File: src/rtl/unidade_de_controle_multiciclo_if.sv
// -----------------------------------------------------------------------------
// unidade_de_controle_multiciclo_if
// Bundle between the instruction register / datapath and the multi-cycle
// control sequencer of the iZero CPU.
//
// Handshake: none of these signals carry a valid/ready pair. Inputs (op, func,
// isFalse, intr) are levels sampled on the rising clock edge; every output is
// a level that is meaningful in the cycle it is asserted. inta/intrId form the
// interrupt acknowledge: inta is high for exactly one cycle and intrId names
// the line being acknowledged in that same cycle.
//
// Modports:
//   master - instruction register / datapath side (drives op, func, isFalse,
//            intr; observes the control strobes)
//   slave  - control sequencer side (the reverse)
// -----------------------------------------------------------------------------
interface unidade_de_controle_multiciclo_if #(
  parameter int OP_WIDTH   = 6,
  parameter int FUNC_WIDTH = 6,
  parameter int IRQ_LINES  = 4,
  parameter int IRQ_ID_W   = 2
);
  logic [OP_WIDTH-1:0]   op;
  logic [FUNC_WIDTH-1:0] func;
  logic                  isFalse;
  logic [IRQ_LINES-1:0]  intr;

  logic                  irWrite;
  logic                  pcWrite;
  logic [1:0]            pcSource;
  logic                  regWrite;
  logic [1:0]            regDest;
  logic [1:0]            regWrtSelect;
  logic                  memWrite;
  logic                  aluStart;
  logic                  inta;
  logic [IRQ_ID_W-1:0]   intrId;
  logic                  userMode;
  logic                  kernelMode;
  logic                  isHalt;
  logic                  busy;

  modport master (
    output op, func, isFalse, intr,
    input  irWrite, pcWrite, pcSource, regWrite, regDest, regWrtSelect,
           memWrite, aluStart, inta, intrId, userMode, kernelMode, isHalt, busy
  );

  modport slave (
    input  op, func, isFalse, intr,
    output irWrite, pcWrite, pcSource, regWrite, regDest, regWrtSelect,
           memWrite, aluStart, inta, intrId, userMode, kernelMode, isHalt, busy
  );
endinterface

File: src/rtl/unidade_de_controle_multiciclo.sv
// -----------------------------------------------------------------------------
// unidade_de_controle_multiciclo
// Multi-cycle control sequencer for the iZero CPU. Steps each instruction
// through BUSCA (fetch), DECOD, EXEC, ESPERA (mul/div/mod stretch), MEM and
// ESCRITA (write-back), and takes prioritised interrupts at instruction
// boundaries while in user mode through a one-cycle INTR state.
//
// Ports:
//   clock        - system clock, rising edge
//   reset        - asynchronous, active-high reset
//   bus          - slave side of unidade_de_controle_multiciclo_if
//                  (op/func/isFalse/intr in, control strobes out)
//   o_dbg_state  - current FSM state encoding, for observation only
//
// Opcode map (decimal). op 0 is the R-type group, decoded by func:
//   func 2/3/4 mul/div/mod, func 18 jr, any other func is an ALU op.
// I-type: 3/4/5 mul/div/mod immediate; 1, 2, 6..14 arithmetic/logic
// immediates; 16 li, 17 la, 19 mov; 15 lw; 18 sw; 21 jf; 31 syscall;
// 32 exec; 60 j; 62 jal; 63 halt. Everything else behaves as a nop.
// -----------------------------------------------------------------------------
module unidade_de_controle_multiciclo #(
  parameter int OP_WIDTH   = 6,
  parameter int FUNC_WIDTH = 6,
  parameter int MULDIV_LAT = 4,
  parameter int IRQ_LINES  = 4,
  parameter int IRQ_ID_W   = 2
) (
  input  logic                               clock,
  input  logic                               reset,
  unidade_de_controle_multiciclo_if.slave    bus,
  output logic [2:0]                         o_dbg_state
);

  typedef enum logic [2:0] {
    S_BUSCA, S_DECOD, S_EXEC, S_ESPERA, S_MEM, S_ESCRITA, S_INTR, S_HALT
  } state_t;

  typedef enum logic [3:0] {
    CL_NOP, CL_ALU, CL_MULDIV, CL_LW, CL_SW, CL_J, CL_JAL, CL_JR, CL_JF,
    CL_SYSCALL, CL_EXEC, CL_HALT
  } class_t;

  // Counter holds 0..MULDIV_LAT-2 while in ESPERA.
  localparam int CNT_W = (MULDIV_LAT > 1) ? $clog2(MULDIV_LAT) : 1;
  localparam logic [CNT_W-1:0] CNT_LAST =
    CNT_W'((MULDIV_LAT > 1) ? (MULDIV_LAT - 2) : 0);

  state_t               r_state;
  class_t               r_class;
  logic                 r_rtype;
  logic [CNT_W-1:0]     r_cnt;
  logic [IRQ_LINES-1:0] r_pend;
  logic                 r_user;

  state_t               w_next;
  state_t               w_done;
  class_t               w_class;
  logic                 w_rtype;
  logic [31:0]          w_op_n;
  logic [31:0]          w_func_n;
  logic                 w_user_next;
  logic [IRQ_ID_W-1:0]  w_low;
  logic [IRQ_LINES-1:0] w_ack_mask;
  logic [IRQ_LINES-1:0] w_pend_next;

  logic                 w_irWrite;
  logic                 w_pcWrite;
  logic [1:0]           w_pcSource;
  logic                 w_regWrite;
  logic [1:0]           w_regDest;
  logic [1:0]           w_regWrtSelect;
  logic                 w_memWrite;
  logic                 w_aluStart;
  logic                 w_inta;
  logic [IRQ_ID_W-1:0]  w_intrId;
  logic                 w_isHalt;

  assign w_op_n   = 32'(bus.op);
  assign w_func_n = 32'(bus.func);

  // Instruction class from the live instruction register; only captured in DECOD.
  always_comb begin
    w_class = CL_NOP;
    w_rtype = (w_op_n == 32'd0);
    if (w_rtype) begin
      case (w_func_n)
        32'd2, 32'd3, 32'd4: w_class = CL_MULDIV;
        32'd18:              w_class = CL_JR;
        default:             w_class = CL_ALU;
      endcase
    end else begin
      case (w_op_n)
        32'd3, 32'd4, 32'd5: w_class = CL_MULDIV;
        32'd1, 32'd2, 32'd6, 32'd7, 32'd8, 32'd9, 32'd10, 32'd11, 32'd12,
        32'd13, 32'd14, 32'd16, 32'd17, 32'd19:
                             w_class = CL_ALU;
        32'd15:              w_class = CL_LW;
        32'd18:              w_class = CL_SW;
        32'd21:              w_class = CL_JF;
        32'd31:              w_class = CL_SYSCALL;
        32'd32:              w_class = CL_EXEC;
        32'd60:              w_class = CL_J;
        32'd62:              w_class = CL_JAL;
        32'd63:              w_class = CL_HALT;
        default:             w_class = CL_NOP;
      endcase
    end
  end

  // Lowest-index pending line wins.
  always_comb begin
    w_low = '0;
    for (int i = IRQ_LINES - 1; i >= 0; i--) begin
      if (r_pend[i]) w_low = IRQ_ID_W'(i);
    end
  end

  assign w_ack_mask  = IRQ_LINES'(1) << w_low;
  // A line rising during INTR is ORed back after the acknowledged bit is cleared.
  assign w_pend_next = (r_state == S_INTR) ? ((r_pend & ~w_ack_mask) | bus.intr)
                                           : (r_pend | bus.intr);

  // Mode after this cycle. The instruction-boundary decision uses this value so
  // that an exec returning to user mode can be interrupted immediately.
  always_comb begin
    w_user_next = r_user;
    if (r_state == S_EXEC && r_class == CL_SYSCALL) w_user_next = 1'b0;
    if (r_state == S_EXEC && r_class == CL_EXEC)    w_user_next = 1'b1;
    if (r_state == S_INTR)                          w_user_next = 1'b0;
  end

  assign w_done = ((r_pend != '0) && w_user_next) ? S_INTR : S_BUSCA;

  always_ff @(posedge clock or posedge reset) begin
    if (reset) begin
      r_state <= S_BUSCA;
      r_class <= CL_NOP;
      r_rtype <= 1'b0;
      r_cnt   <= '0;
      r_pend  <= '0;
      r_user  <= 1'b0;
    end else begin
      r_state <= w_next;
      r_pend  <= w_pend_next;
      r_user  <= w_user_next;
      if (r_state == S_DECOD) begin
        r_class <= w_class;
        r_rtype <= w_rtype;
      end
      if (r_state == S_EXEC) begin
        r_cnt <= '0;
      end else if (r_state == S_ESPERA) begin
        r_cnt <= r_cnt + CNT_W'(1);
      end
    end
  end

  always_comb begin
    w_next         = r_state;
    w_irWrite      = 1'b0;
    w_pcWrite      = 1'b0;
    w_pcSource     = 2'd0;
    w_regWrite     = 1'b0;
    w_regDest      = 2'd0;
    w_regWrtSelect = 2'd0;
    w_memWrite     = 1'b0;
    w_aluStart     = 1'b0;
    w_inta         = 1'b0;
    w_intrId       = '0;
    w_isHalt       = 1'b0;
    case (r_state)
      S_BUSCA: begin
        w_irWrite = 1'b1;
        w_next    = S_DECOD;
      end
      S_DECOD: begin
        w_next = (w_class == CL_HALT) ? S_HALT : S_EXEC;
      end
      S_EXEC: begin
        w_next = w_done;
        case (r_class)
          CL_ALU: begin
            w_aluStart = 1'b1;
            w_next     = S_ESCRITA;
          end
          CL_MULDIV: begin
            w_aluStart = 1'b1;
            w_next     = (MULDIV_LAT > 1) ? S_ESPERA : S_ESCRITA;
          end
          CL_LW, CL_SW: begin
            w_aluStart = 1'b1;
            w_next     = S_MEM;
          end
          CL_JR: begin
            w_aluStart = 1'b1;
            w_pcWrite  = 1'b1;
            w_pcSource = 2'd2;
          end
          CL_JF: begin
            w_aluStart = 1'b1;
            w_pcWrite  = 1'b1;
            // Only output that follows a live input within the cycle.
            w_pcSource = bus.isFalse ? 2'd1 : 2'd0;
          end
          CL_J: begin
            w_pcWrite  = 1'b1;
            w_pcSource = 2'd1;
          end
          CL_JAL: begin
            w_pcWrite      = 1'b1;
            w_pcSource     = 2'd1;
            w_regWrite     = 1'b1;
            w_regDest      = 2'd2;
            w_regWrtSelect = 2'd2;
          end
          CL_SYSCALL: begin
            w_pcWrite  = 1'b1;
            w_pcSource = 2'd3;
          end
          CL_EXEC: begin
            w_pcWrite  = 1'b1;
            w_pcSource = 2'd1;
          end
          default: begin
            w_pcWrite  = 1'b1;
            w_pcSource = 2'd0;
          end
        endcase
      end
      S_ESPERA: begin
        if (r_cnt == CNT_LAST) w_next = S_ESCRITA;
      end
      S_MEM: begin
        if (r_class == CL_SW) begin
          w_memWrite = 1'b1;
          w_pcWrite  = 1'b1;
          w_next     = w_done;
        end else begin
          w_next = S_ESCRITA;
        end
      end
      S_ESCRITA: begin
        w_regWrite     = 1'b1;
        w_pcWrite      = 1'b1;
        w_regDest      = r_rtype ? 2'd0 : 2'd1;
        w_regWrtSelect = (r_class == CL_LW) ? 2'd1 : 2'd0;
        w_next         = w_done;
      end
      S_INTR: begin
        w_inta         = 1'b1;
        w_intrId       = w_low;
        w_pcWrite      = 1'b1;
        w_pcSource     = 2'd3;
        w_regWrite     = 1'b1;
        w_regDest      = 2'd2;
        w_regWrtSelect = 2'd2;
        w_next         = S_BUSCA;
      end
      S_HALT: begin
        w_isHalt = 1'b1;
        w_next   = S_HALT;
      end
      default: w_next = S_BUSCA;
    endcase
  end

  // The reset state is BUSCA, but no fetch may be issued while reset is held.
  assign bus.irWrite      = w_irWrite & ~reset;
  assign bus.pcWrite      = w_pcWrite;
  assign bus.pcSource     = w_pcSource;
  assign bus.regWrite     = w_regWrite;
  assign bus.regDest      = w_regDest;
  assign bus.regWrtSelect = w_regWrtSelect;
  assign bus.memWrite     = w_memWrite;
  assign bus.aluStart     = w_aluStart;
  assign bus.inta         = w_inta;
  assign bus.intrId       = w_intrId;
  assign bus.isHalt       = w_isHalt;
  assign bus.userMode     = r_user;
  assign bus.kernelMode   = ~r_user;
  assign bus.busy         = (r_state != S_BUSCA) && (r_state != S_HALT);
  assign o_dbg_state      = r_state;

endmodule

File: src/flat_wrapper.sv
// flat-port wrapper written by rule: the top's interface ports become plain ports
module unidade_de_controle_multiciclo_flat 
#(
  parameter int OP_WIDTH   = 6,
  parameter int FUNC_WIDTH = 6,
  parameter int MULDIV_LAT = 4,
  parameter int IRQ_LINES  = 4,
  parameter int IRQ_ID_W   = 2
)
  (clock, reset, o_dbg_state, bus_op, bus_func, bus_isFalse, bus_intr, bus_irWrite, bus_pcWrite, bus_pcSource, bus_regWrite, bus_regDest, bus_regWrtSelect, bus_memWrite, bus_aluStart, bus_inta, bus_intrId, bus_userMode, bus_kernelMode, bus_isHalt, bus_busy);
  unidade_de_controle_multiciclo_if #(.OP_WIDTH(OP_WIDTH), .FUNC_WIDTH(FUNC_WIDTH), .IRQ_LINES(IRQ_LINES), .IRQ_ID_W(IRQ_ID_W)) bus_i ();
  input  logic clock;
  input  logic reset;
  output logic [2:0] o_dbg_state;
  input wire logic [$bits(bus_i.op)-1:0] bus_op;
  input wire logic [$bits(bus_i.func)-1:0] bus_func;
  input wire logic [$bits(bus_i.isFalse)-1:0] bus_isFalse;
  input wire logic [$bits(bus_i.intr)-1:0] bus_intr;
  output wire logic [$bits(bus_i.irWrite)-1:0] bus_irWrite;
  output wire logic [$bits(bus_i.pcWrite)-1:0] bus_pcWrite;
  output wire logic [$bits(bus_i.pcSource)-1:0] bus_pcSource;
  output wire logic [$bits(bus_i.regWrite)-1:0] bus_regWrite;
  output wire logic [$bits(bus_i.regDest)-1:0] bus_regDest;
  output wire logic [$bits(bus_i.regWrtSelect)-1:0] bus_regWrtSelect;
  output wire logic [$bits(bus_i.memWrite)-1:0] bus_memWrite;
  output wire logic [$bits(bus_i.aluStart)-1:0] bus_aluStart;
  output wire logic [$bits(bus_i.inta)-1:0] bus_inta;
  output wire logic [$bits(bus_i.intrId)-1:0] bus_intrId;
  output wire logic [$bits(bus_i.userMode)-1:0] bus_userMode;
  output wire logic [$bits(bus_i.kernelMode)-1:0] bus_kernelMode;
  output wire logic [$bits(bus_i.isHalt)-1:0] bus_isHalt;
  output wire logic [$bits(bus_i.busy)-1:0] bus_busy;
  assign bus_i.op = bus_op;
  assign bus_i.func = bus_func;
  assign bus_i.isFalse = bus_isFalse;
  assign bus_i.intr = bus_intr;
  assign bus_irWrite = bus_i.irWrite;
  assign bus_pcWrite = bus_i.pcWrite;
  assign bus_pcSource = bus_i.pcSource;
  assign bus_regWrite = bus_i.regWrite;
  assign bus_regDest = bus_i.regDest;
  assign bus_regWrtSelect = bus_i.regWrtSelect;
  assign bus_memWrite = bus_i.memWrite;
  assign bus_aluStart = bus_i.aluStart;
  assign bus_inta = bus_i.inta;
  assign bus_intrId = bus_i.intrId;
  assign bus_userMode = bus_i.userMode;
  assign bus_kernelMode = bus_i.kernelMode;
  assign bus_isHalt = bus_i.isHalt;
  assign bus_busy = bus_i.busy;
  unidade_de_controle_multiciclo #(.OP_WIDTH(OP_WIDTH), .FUNC_WIDTH(FUNC_WIDTH), .MULDIV_LAT(MULDIV_LAT), .IRQ_LINES(IRQ_LINES), .IRQ_ID_W(IRQ_ID_W)) u_core (.clock(clock), .reset(reset), .bus(bus_i), .o_dbg_state(o_dbg_state));
endmodule
File: config.mk
export PLATFORM = sky130hd
export DESIGN_NAME = unidade_de_controle_multiciclo_flat
export DESIGN_NICKNAME = d
export VERILOG_FILES = /design/src/rtl/unidade_de_controle_multiciclo_if.sv /design/src/rtl/unidade_de_controle_multiciclo.sv /design/src/flat_wrapper.sv
export SDC_FILE = /design/constraint.sdc
export NUM_CORES = 1
export LEC_CHECK = 0
export ABC_AREA = 1
export CORE_UTILIZATION = 45
export CTS_CLUSTER_DIAMETER = 120
export CTS_CLUSTER_SIZE = 14
export DETAILED_ROUTE_END_ITERATION = 8
export MAX_ROUTING_LAYER = met4
export PLACE_DENSITY_LB_ADDON = 0.1
export SYNTH_ARGS = -nofsm -noshare
export SYNTH_HDL_FRONTEND = slang
export SYNTH_SLANG_ARGS = --single-unit
File: constraint.sdc
create_clock -name clock -period 1.9 [get_ports clock]
set_input_delay 0.57 -clock clock [delete_from_list [all_inputs] [get_ports clock]]
set_output_delay 0.57 -clock clock [all_outputs]
set_load 0.05 [all_outputs]
==> results.json, run 1 <==
{
  "outcome": "aborted with a tool error",
  "haltStage": "global routing",
  "error_line": "[ERROR DPL-0038] Utilization greater than 100%, impossible to legalize",
  "initial_utilization_pct": 48.7,
  "gp_congestion": 0.879,
  "synth_edf_count": 0,
  "ctsRootBufferMaster": "clkbuf_4",
  "synth_warnings": 0,
  "rows": 19,
  "cts-buffers-inserted": 3,
  "ys.flop_type": "dfrtp_1",
  "synth_top_area_share_pct": 27.5,
  "grt_max_degree": 16,
  "cts_sinks": 15,
  "fp.dieW_um": 57.1,
  "synth-seq-cells": 15,
  "htreeDepth": 1,
  "yosysMostFrequentCell": "nand2_1",
  "clockBufferDepth": 2,
  "port_buffers": 39,
  "syn_nets": 239,
  "synth.distinct_cells": 27,
  "worstEndpointType": "top-level output",
  "worst_endpoint": "bus_pcWrite",
  "synth.area.top_cells": "dfrtp_1 (27%), nand2_1 (14%), inv_1 (10%)",
  "synthCells": 214,
  "async_reset_ff_share_pct": 100,
  "syn_area_mm2": 0.00137,
  "synth_commonest_cells": "nand2_1 (51), inv_1 (37), nor2_1 (29), dfrtp_1 (15), nand3_1 (15)",
  "placed_area_mm2": 0.00231,
  "yosys.area.top_type": "dfrtp_1",
  "place_hpwl_mm": 3.18,
  "yosysSeqAreaShare_pct": 27.5,
  "die_h_um": 57.1,
  "dp_cells": 309,
  "syn_area_per_cell_um2": 6.38,
  "ioPinCount": 40
}
==> through the flow <==
step	setup slack [ps]	hold slack [ps]	TNS, ps
after global placement	-305	475	-1510
after CTS	-268	506	-2910
after detailed placement	-340	487	-1810
after floorplan	-261	457	-1130
==> cell families after synthesis <==
kind of cell	count (synthesis)	share of synthesized area (%)
adders and majority gates	6	5.50
DFF	15	27.5
and+or+nand+nor	122	42.0
buffers and inverters	43	13.2
AOI/OAI and AO/OA	28	11.8
==> repair_timing <==
item                                    CTS
endpoints found under the setup margin   16
setup buffers                            16
hold endpoints to repair                  0
gates cloned                              0
pin swaps                                11
hold buffers                              0
gates resized for setup                  36
==> run 2, diff against run 1 <==
--- a/config.mk
+++ b/config.mk
@@ -6,12 +6,9 @@
 export NUM_CORES = 1
 export LEC_CHECK = 0
 export ABC_AREA = 1
-export CORE_UTILIZATION = 45
-export CTS_CLUSTER_DIAMETER = 120
-export CTS_CLUSTER_SIZE = 14
+export CORE_UTILIZATION = 30
 export DETAILED_ROUTE_END_ITERATION = 8
-export MAX_ROUTING_LAYER = met4
-export PLACE_DENSITY_LB_ADDON = 0.1
+export PLACE_DENSITY_LB_ADDON = 0.15
 export SYNTH_ARGS = -nofsm -noshare
 export SYNTH_HDL_FRONTEND = slang
 export SYNTH_SLANG_ARGS = --single-unit
==> results.json, run 2 <==
{
  "outcome": "complete, but fails checks",
  "violations": "negative setup slack",
  "power.share.combinational_pct": 77.3,
  "post-route-util_pct": 61.8,
  "final_cells": 358,
  "cts_sinks": 15,
  "fillers": 386,
  "drive_gt1_share_pct": 46.1,
  "cp_cell_sequence": "nor2_2 -> nand2_2 -> nor3_4 -> buf_4 -> buf_12",
  "fin_crit_sh_pct": 111,
  "min_period_ps": 2110,
  "design_area_mm2": 0.00269,
  "place_hpwl_mm": 3.04,
  "gp_congestion": 0.887,
  "grt_usage_pct": 17.2,
  "grt_pass1_wl_mm": 6.76,
  "finalPower_mw": 3.62,
  "switchingPower_mw": 1.71,
  "synth.distinct_cells": 27,
  "crit_family": "flip-flops",
  "drv_slew": 0,
  "synth_top_area_share_pct": 27.5,
  "r2r_slack_ps": 310,
  "syn_area_mm2": 0.00137,
  "initial_utilization_pct": 31.4,
  "pwr-share-clk_pct": 7.3,
  "yosys.area.top_type": "dfrtp_1",
  "setup_viol": 13,
  "final_common_cell": "buf_4",
  "grt_max_degree": 16,
  "drtPass1Iterations": 4,
  "grt_busiest_layer": "met2",
  "yosysMostFrequentCell": "nand2_1",
  "crit_type": "flip-flop to primary output",
  "rsz0062_at_grt": "true",
  "ant_nets": 0,
  "p_int_mw": 1.90,
  "final_cell_mix": "buf_4 (49), nand2_1 (42), inv_1 (28), buf_12 (20), nor2_1 (18)",
  "grt_util_met1_pct": 22.1,
  "timing.fmax_mhz": 475,
  "seqPwrFrac_pct": 15.4,
  "worst-path-max-fanout": 6,
  "rows": 24,
  "syn_area_per_cell_um2": 6.38,
  "critical_path_required_ps": 1330,
  "drv_cap": 0,
  "diodes": 0,
  "worst_pin_slew_ps": 269,
  "clkSlewWorstSetupHoldPaths_ps": 70,
  "globalRouteMet3Util_pct": 1.74,
  "leakagePower_nw": 1.37,
  "p_sw_share_pct": 47.4,
  "worstReg2RegEnd": "u_core.o_dbg_state[1]",
  "cp-start-kind": "flip-flop",
  "num-nets-final": 332,
  "holdCritPathClass": "input pin to asynchronous set/reset pin",
  "use_met2_pct": 30.2,
  "critical_path.slowest_cell": "dfrtp_4",
  "grt_pass1_vias": 1591,
  "async_reset_ff_share_pct": 100,
  "skew_ps": 10.6,
  "placed_area_mm2": 0.00236,
  "die_h_um": 69.5,
  "antenna_found_initial": 0,
  "worstRegToRegCells": 10,
  "finalHoldViolations": 0,
  "fp.dieW_um": 69.5,
  "dieArea_mm2": 0.00482,
  "syn_nets": 239,
  "drc": 0,
  "syn_to_final_growth_pct": 97.3,
  "overflow": 0,
  "clockBufferDepth": 2,
  "port_buffers": 39,
  "cts_tree": "done",
  "cp.arrival_ps": 1540,
  "fin_ws_ps": -207,
  "cts-buffers-inserted": 3,
  "synth_warnings": 0,
  "ctsRootBufferMaster": "clkbuf_8",
  "synth.area.top_cells": "dfrtp_1 (27%), nand2_1 (14%), inv_1 (10%)",
  "wl_per_cell_um": 10.9,
  "wl_mm": 3.90,
  "clk-insertion-delay-late_ps": 250,
  "max_stage_delay_ps": 510,
  "max_slew_margin_pct": 82.0,
  "synth-seq-cells": 15,
  "r2r-start": "u_core.r_class[0]",
  "dp_cells": 335,
  "fin_setup_tns_ps": -2110,
  "powerDensity_mw_per_mm2": 1340,
  "vias": 1655,
  "synth_edf_count": 0,
  "fp.coreArea_mm2": 0.00435,
  "ioPinCount": 40,
  "cp-end-kind": "primary output",
  "synthCells": 214,
  "worst-path-buf-inv": 2,
  "avgViaCountPerCell": 4.62,
  "ys.flop_type": "dfrtp_1",
  "synth_commonest_cells": "nand2_1 (51), inv_1 (37), nor2_1 (29), dfrtp_1 (15), nand3_1 (15)",
  "htreeDepth": 1,
  "drt_iter0_drc": 81,
  "yosysSeqAreaShare_pct": 27.5,
  "ctsHoldBuffers": 0,
  "ir_drop_v": 0.000637
}
[run 2: cell families after synthesis]
kind of cell / count (synthesis) / share of synthesized area (%)
simple gates: 122 / 42.0
buf+inv: 43 / 13.2
compound gates: 28 / 11.8
flops: 15 / 27.5
fa+ha+maj: 6 / 5.50
[run 2: cell type report]
| type | instances | area, µm² | share of cell area (%) |
|---|---|---|---|
| clock buffer | 3 | 41.3 | 1.53 |
| clock inverter | 1 | 5.00 | 0.186 |
| inverter | 40 | 155 | 5.76 |
| multi-input combinational | 156 | 1050 | 38.8 |
| sequential | 15 | 384 | 14.3 |
| tap | 52 | 65.1 | 2.42 |
| timing repair buffer | 91 | 996 | 37.0 |
[run 2: how the worst max path moves through the flow]
| stage | start | to | depth (start not counted) |
|---|---|---|---|
| after floorplan | u_core.o_dbg_state[1] | bus_pcWrite | 5 |
| after global placement | bus_op[0] | u_core.o_dbg_state[2] | 12 |
| after detailed placement | bus_op[0] | u_core.o_dbg_state[2] | 12 |
| after CTS | u_core.o_dbg_state[2] | bus_regWrtSelect[1] | 6 |
| after global routing | u_core.o_dbg_state[1] | bus_memWrite | 5 |
| final | u_core.o_dbg_state[1] | bus_memWrite | 5 |
[run 2: repair_timing]
action                                  in CTS  in global routing
buffers inserted                            10                  9
cloned                                       0                  0
pin swaps                                   11                 18
resized for setup                           34                 19
endpoints found under the setup margin      17                 17
[run 2: tightest hold or removal path: cells and delay by family]
| family | cells | cell delay [ps] |
|---|---|---|
| buffers and inverters | 3 | 450 |
[run 2: power by group through the flow]
stage | registers, mW | logic (mW) | clock network (mW)
after global routing | 0.571 | 2.97 | 0.286
after global placement | 0.551 | 2.38 | 0
after detailed placement | 0.556 | 2.40 | 0
after CTS | 0.557 | 2.66 | 0.267
after floorplan | 0.699 | 1.15 | 0
final | 0.558 | 2.80 | 0.262
[run 2: through the flow]
stage / hold WS, ps / worst slack [ps]
floorplan: 457 / -261
finish: 398 / -207
global placement: 474 / -315
global route: 427 / -264
detailed placement: 490 / -372
CTS: 501 / -209
[run 2: metal layers]
layer / wire length (µm) / vias up
met3: 114 / 5
met5: 0 / -
li1: - / 857
met1: 1790 / 756
met4: 46 / 0
met2: 1950 / 37
Power figures use the tool's default switching activity.
==> edit 1 (flow settings as in run 2) <==
`OP_WIDTH` is set to 6 in 3 places; all go to 7.
--- a/src/rtl/unidade_de_controle_multiciclo_if.sv
+++ b/src/rtl/unidade_de_controle_multiciclo_if.sv
@@ -17,3 +17,3 @@
 interface unidade_de_controle_multiciclo_if #(
-  parameter int OP_WIDTH   = 6,
+  parameter int OP_WIDTH   = 7,
   parameter int FUNC_WIDTH = 6,
--- a/src/rtl/unidade_de_controle_multiciclo.sv
+++ b/src/rtl/unidade_de_controle_multiciclo.sv
@@ -21,3 +21,3 @@
 module unidade_de_controle_multiciclo #(
-  parameter int OP_WIDTH   = 6,
+  parameter int OP_WIDTH   = 7,
   parameter int FUNC_WIDTH = 6,
--- a/src/flat_wrapper.sv
+++ b/src/flat_wrapper.sv
@@ -3,3 +3,3 @@
 #(
-  parameter int OP_WIDTH   = 6,
+  parameter int OP_WIDTH   = 7,
   parameter int FUNC_WIDTH = 6,
Interface: changed (resized bus_op); port bits go from 40 to 41. The function was not compared with the original's and may differ.
==> edit 1 against run 2 <==
  * The run ends with design-rule violations, negative setup slack left
  * Sequential share of layout area decreased by 0.38 points
  * Synthesized area grew 4.9%
  * Worst setup slack better by 31 ps
  * Register-to-register slack got worse by 110 ps
  * Via count fell by 1.4%
  * Wire length rose by 9.4%
  * Sequential cell count stayed put
  * First-iteration DRC count fell by 15%
  * Clock skew is essentially flat
  * Power shrank 8.9%
  * Final area rose by 2.0%
  * Clock power is essentially flat
  * Sequential power about the same
==> edit 1: results <==
set metrics [dict create \
    status "complete, but fails checks" \
    violations "design-rule violations, negative setup slack" \
    dr_wl_met2_mm 2.14 \
    vias 1632 \
    drive_gt1_frac 0.479 \
    synth_compound_area_frac 0.107 \
    p_leak_nw 1.35 \
    crit_fanout 6 \
    portBuffers 40 \
    cp_slowest_cell "dfrtp_2" \
    use_met2 0.278 \
    gr-usage-met3 0.0242 \
    reg2reg_to "u_core.o_dbg_state[2]" \
    remaining_drc_errors 3 \
    slew_headroom 0.745 \
    clk_latency_ps 250 \
    pre_cts_ws_ps -332 \
    finalSetupViolCount 16 \
    reg2reg_slack_ps 200 \
    routed_via_density 4.60 \
    gp_congestion 0.877 \
    timing.final.ws_setup_ps -176 \
    holdWs_ps 497 \
    synth_commonest_cells "nand2_1, inv_1, nor2_1" \
    nFillCells 383 \
    crit_end "bus_regDest[0]" \
    synthDistinctLibCells 29 \
    grt_pass1_vias 1539 \
    cts_resized 30 \
    synth_area_leaders "dfrtp_1, nand2_1, inv_1" \
    dpl.hpwl_mm 3.10 \
    layout.nets 329 \
    wl_met3_microns 116 \
    drt_pass1_iterations 8 \
    seq_area_frac_synth 0.262 \
    reg2regPathDepth 13 \
    cp.arrival_ps 1510 \
    track_usage 0.166 \
    post_cts_buffers 16 \
    syn_avg_cell_area_sq_um 6.60 \
    finalSetupTns_ps -1630 \
    ir_drop_uv 759 \
    synthAdderAreaFrac 0.0437 \
    seqCellArea_sq_um 382 \
    wl_per_cell_microns 12.0 \
    grt_pass1_wl_mm 6.65 \
    wirelength_met1_mm 1.93 \
    placed_area_sq_mm 0.00234 \
]
-- edit 1: changes by cell type in the layout (fill, tap and decap cells not counted), sizes merged, moves of 3 or more --
cell   delta
nand3     +4
a21oi     +3
nand2     +3
buf       -6
-- edit 1: power by group through the flow --
stage / Combinational (mW) / Sequential [mW] / Clock [mW]
2_1_floorplan: 1.12 / 0.638 / 0
3_3_place_gp: 2.09 / 0.543 / 0
3_5_place_dp: 2.10 / 0.544 / 0
4_1_cts: 2.30 / 0.540 / 0.267
5_1_grt: 2.64 / 0.571 / 0.279
6_report: 2.47 / 0.557 / 0.262
-- edit 1: tightest hold or removal path, stage by stage --
cell,delay [ps]
dlygate4sd2_1,270
inv_1,60
buf_4,230
-- edit 1: final cells by class --
type | instances | share of cell area
sequential | 15 | 0.139
tap | 52 | 0.0237
clock buffer | 3 | 0.0150
timing repair buffer | 86 | 0.355
clock inverter | 1 | 0.00182
inverter | 39 | 0.0624
multi-input combinational | 159 | 0.403
==> edit 2 (config.mk and constraints of run 2) <==
Without the edit above. The 12 values of `class_t` get a one-hot encoding in 12 bits.
--- a/src/rtl/unidade_de_controle_multiciclo.sv
+++ b/src/rtl/unidade_de_controle_multiciclo.sv
@@ -37,5 +37,5 @@
 
-  typedef enum logic [3:0] {
-    CL_NOP, CL_ALU, CL_MULDIV, CL_LW, CL_SW, CL_J, CL_JAL, CL_JR, CL_JF,
-    CL_SYSCALL, CL_EXEC, CL_HALT
+  typedef enum logic [11:0] {
+    CL_NOP = 12'b000000000001, CL_ALU = 12'b000000000010, CL_MULDIV = 12'b000000000100, CL_LW = 12'b000000001000, CL_SW = 12'b000000010000, CL_J = 12'b000000100000, CL_JAL = 12'b000001000000, CL_JR = 12'b000010000000, CL_JF = 12'b000100000000,
+    CL_SYSCALL = 12'b001000000000, CL_EXEC = 12'b010000000000, CL_HALT = 12'b100000000000
   } class_t;
Behaviour: same outputs for any inputs over 10 cycles, from zero or initial values and one cycle with reset high; not proved beyond that.
==> edit 2 against run 2 <==
  * Power grew 13%
  * Final area grew 31%
  * Combinational power grew 9.3%
  * Utilization grew 1.7 points
  * Synthesized area grew 28%
  * The flow still finishes with violations (negative setup slack)
  * Register-to-register slack lost 220 ps
  * Sequential cell count grew 8
  * First-iteration DRC count shrank 42%
  * Wire length grew 40%
  * Worst setup slack lost 260 ps
==> edit 2: results <==
set metrics [dict create \
    status "complete, but fails checks" \
    violations "negative setup slack" \
    routed_via_density 4.68 \
    syn_avg_cell_area_sq_um 6.76 \
    seq_area_frac_synth 0.331 \
    drt_iter0_drc 47 \
    p_sw_mw 1.85 \
    timing.final.ws_setup_ps -471 \
    synth_area_leaders "dfrtp_1, nand2_1, nor2_1" \
    p_leak_nw 1.69 \
    pre_cts_ws_ps -500 \
    finalSetupViolCount 15 \
    fin_skew_ps 3.87 \
    crit_fanout 4 \
    placed_area_sq_mm 0.00295 \
    dp.cells 425 \
    ir_drop_uv 752 \
    grt_pass1_vias 2071 \
    synth_nets 283 \
    synth_commonest_cells "nand2_1, nor2_1, inv_1" \
    wl_per_cell_microns 12.0 \
    worst_pin_slew_ps 313 \
    clk_latency_ps 270 \
    track_usage 0.181 \
    layout.nets 411 \
]
-- edit 2: kinds of logic (layout without fill, tap and decap cells) --
logic type                 Yosys count  in the layout  synth area share
AOI/OAI and AO/OA                   35             35             0.120
adders and majority gates            6              6            0.0431
buffers and inverters               44            171            0.0976
DFF                                 23             23             0.331
and+or+nand+nor                    150            150             0.408
-- edit 2: final timing paths --
path / end / cells after the start / startpoint / slack, ps
min in group asynchronous: u_core.r_cnt[0] / 3 / reset / 530
max reg2reg: u_core.o_dbg_state[2] / 13 / u_core.r_class[3] / 90
min: u_core.r_cnt[0] / 1 / u_core.r_cnt[0] / 500
max: bus_aluStart / 8 / u_core.r_class[3] / -470
min reg2reg: u_core.r_cnt[0] / 1 / u_core.r_cnt[0] / 500
max in group asynchronous: u_core.r_class[0] / 3 / reset / 1080
-- edit 2: per-layer routing --
layer | global-route usage | vias up | share of wire
met2 | 0.356 | 57 | 0.53
met4 | 0.0500 | 0 | 0.022
li1 | - | 1091 | -
met5 | 0 | - | 0
met3 | 0.0151 | 9 | 0.037
met1 | 0.206 | 982 | 0.41
-- edit 2: cell type report --
class	instances	area [sq um]
flip-flops and latches	23	581
clock buffers	4	45.0
multi-input cells	191	1330
well taps	72	90.1
repair buffers	125	1310
fillers	476	2020
inverters	42	168
-- edit 2: repair_timing --
item                       CTS  global route
pin swaps                   19            18
buffers inserted            19            12
setup endpoints to repair   17            18
gates resized for setup     52            31
-- edit 2: power by group through the flow --
stage	combinational [mW]	clock (mW)	sequential, mW
after global placement	2.26	0	0.730
after detailed placement	2.28	0	0.731
final	3.06	0.311	0.730
after floorplan	1.08	0	0.846
after global routing	3.26	0.347	0.744
after CTS	2.74	0.324	0.726
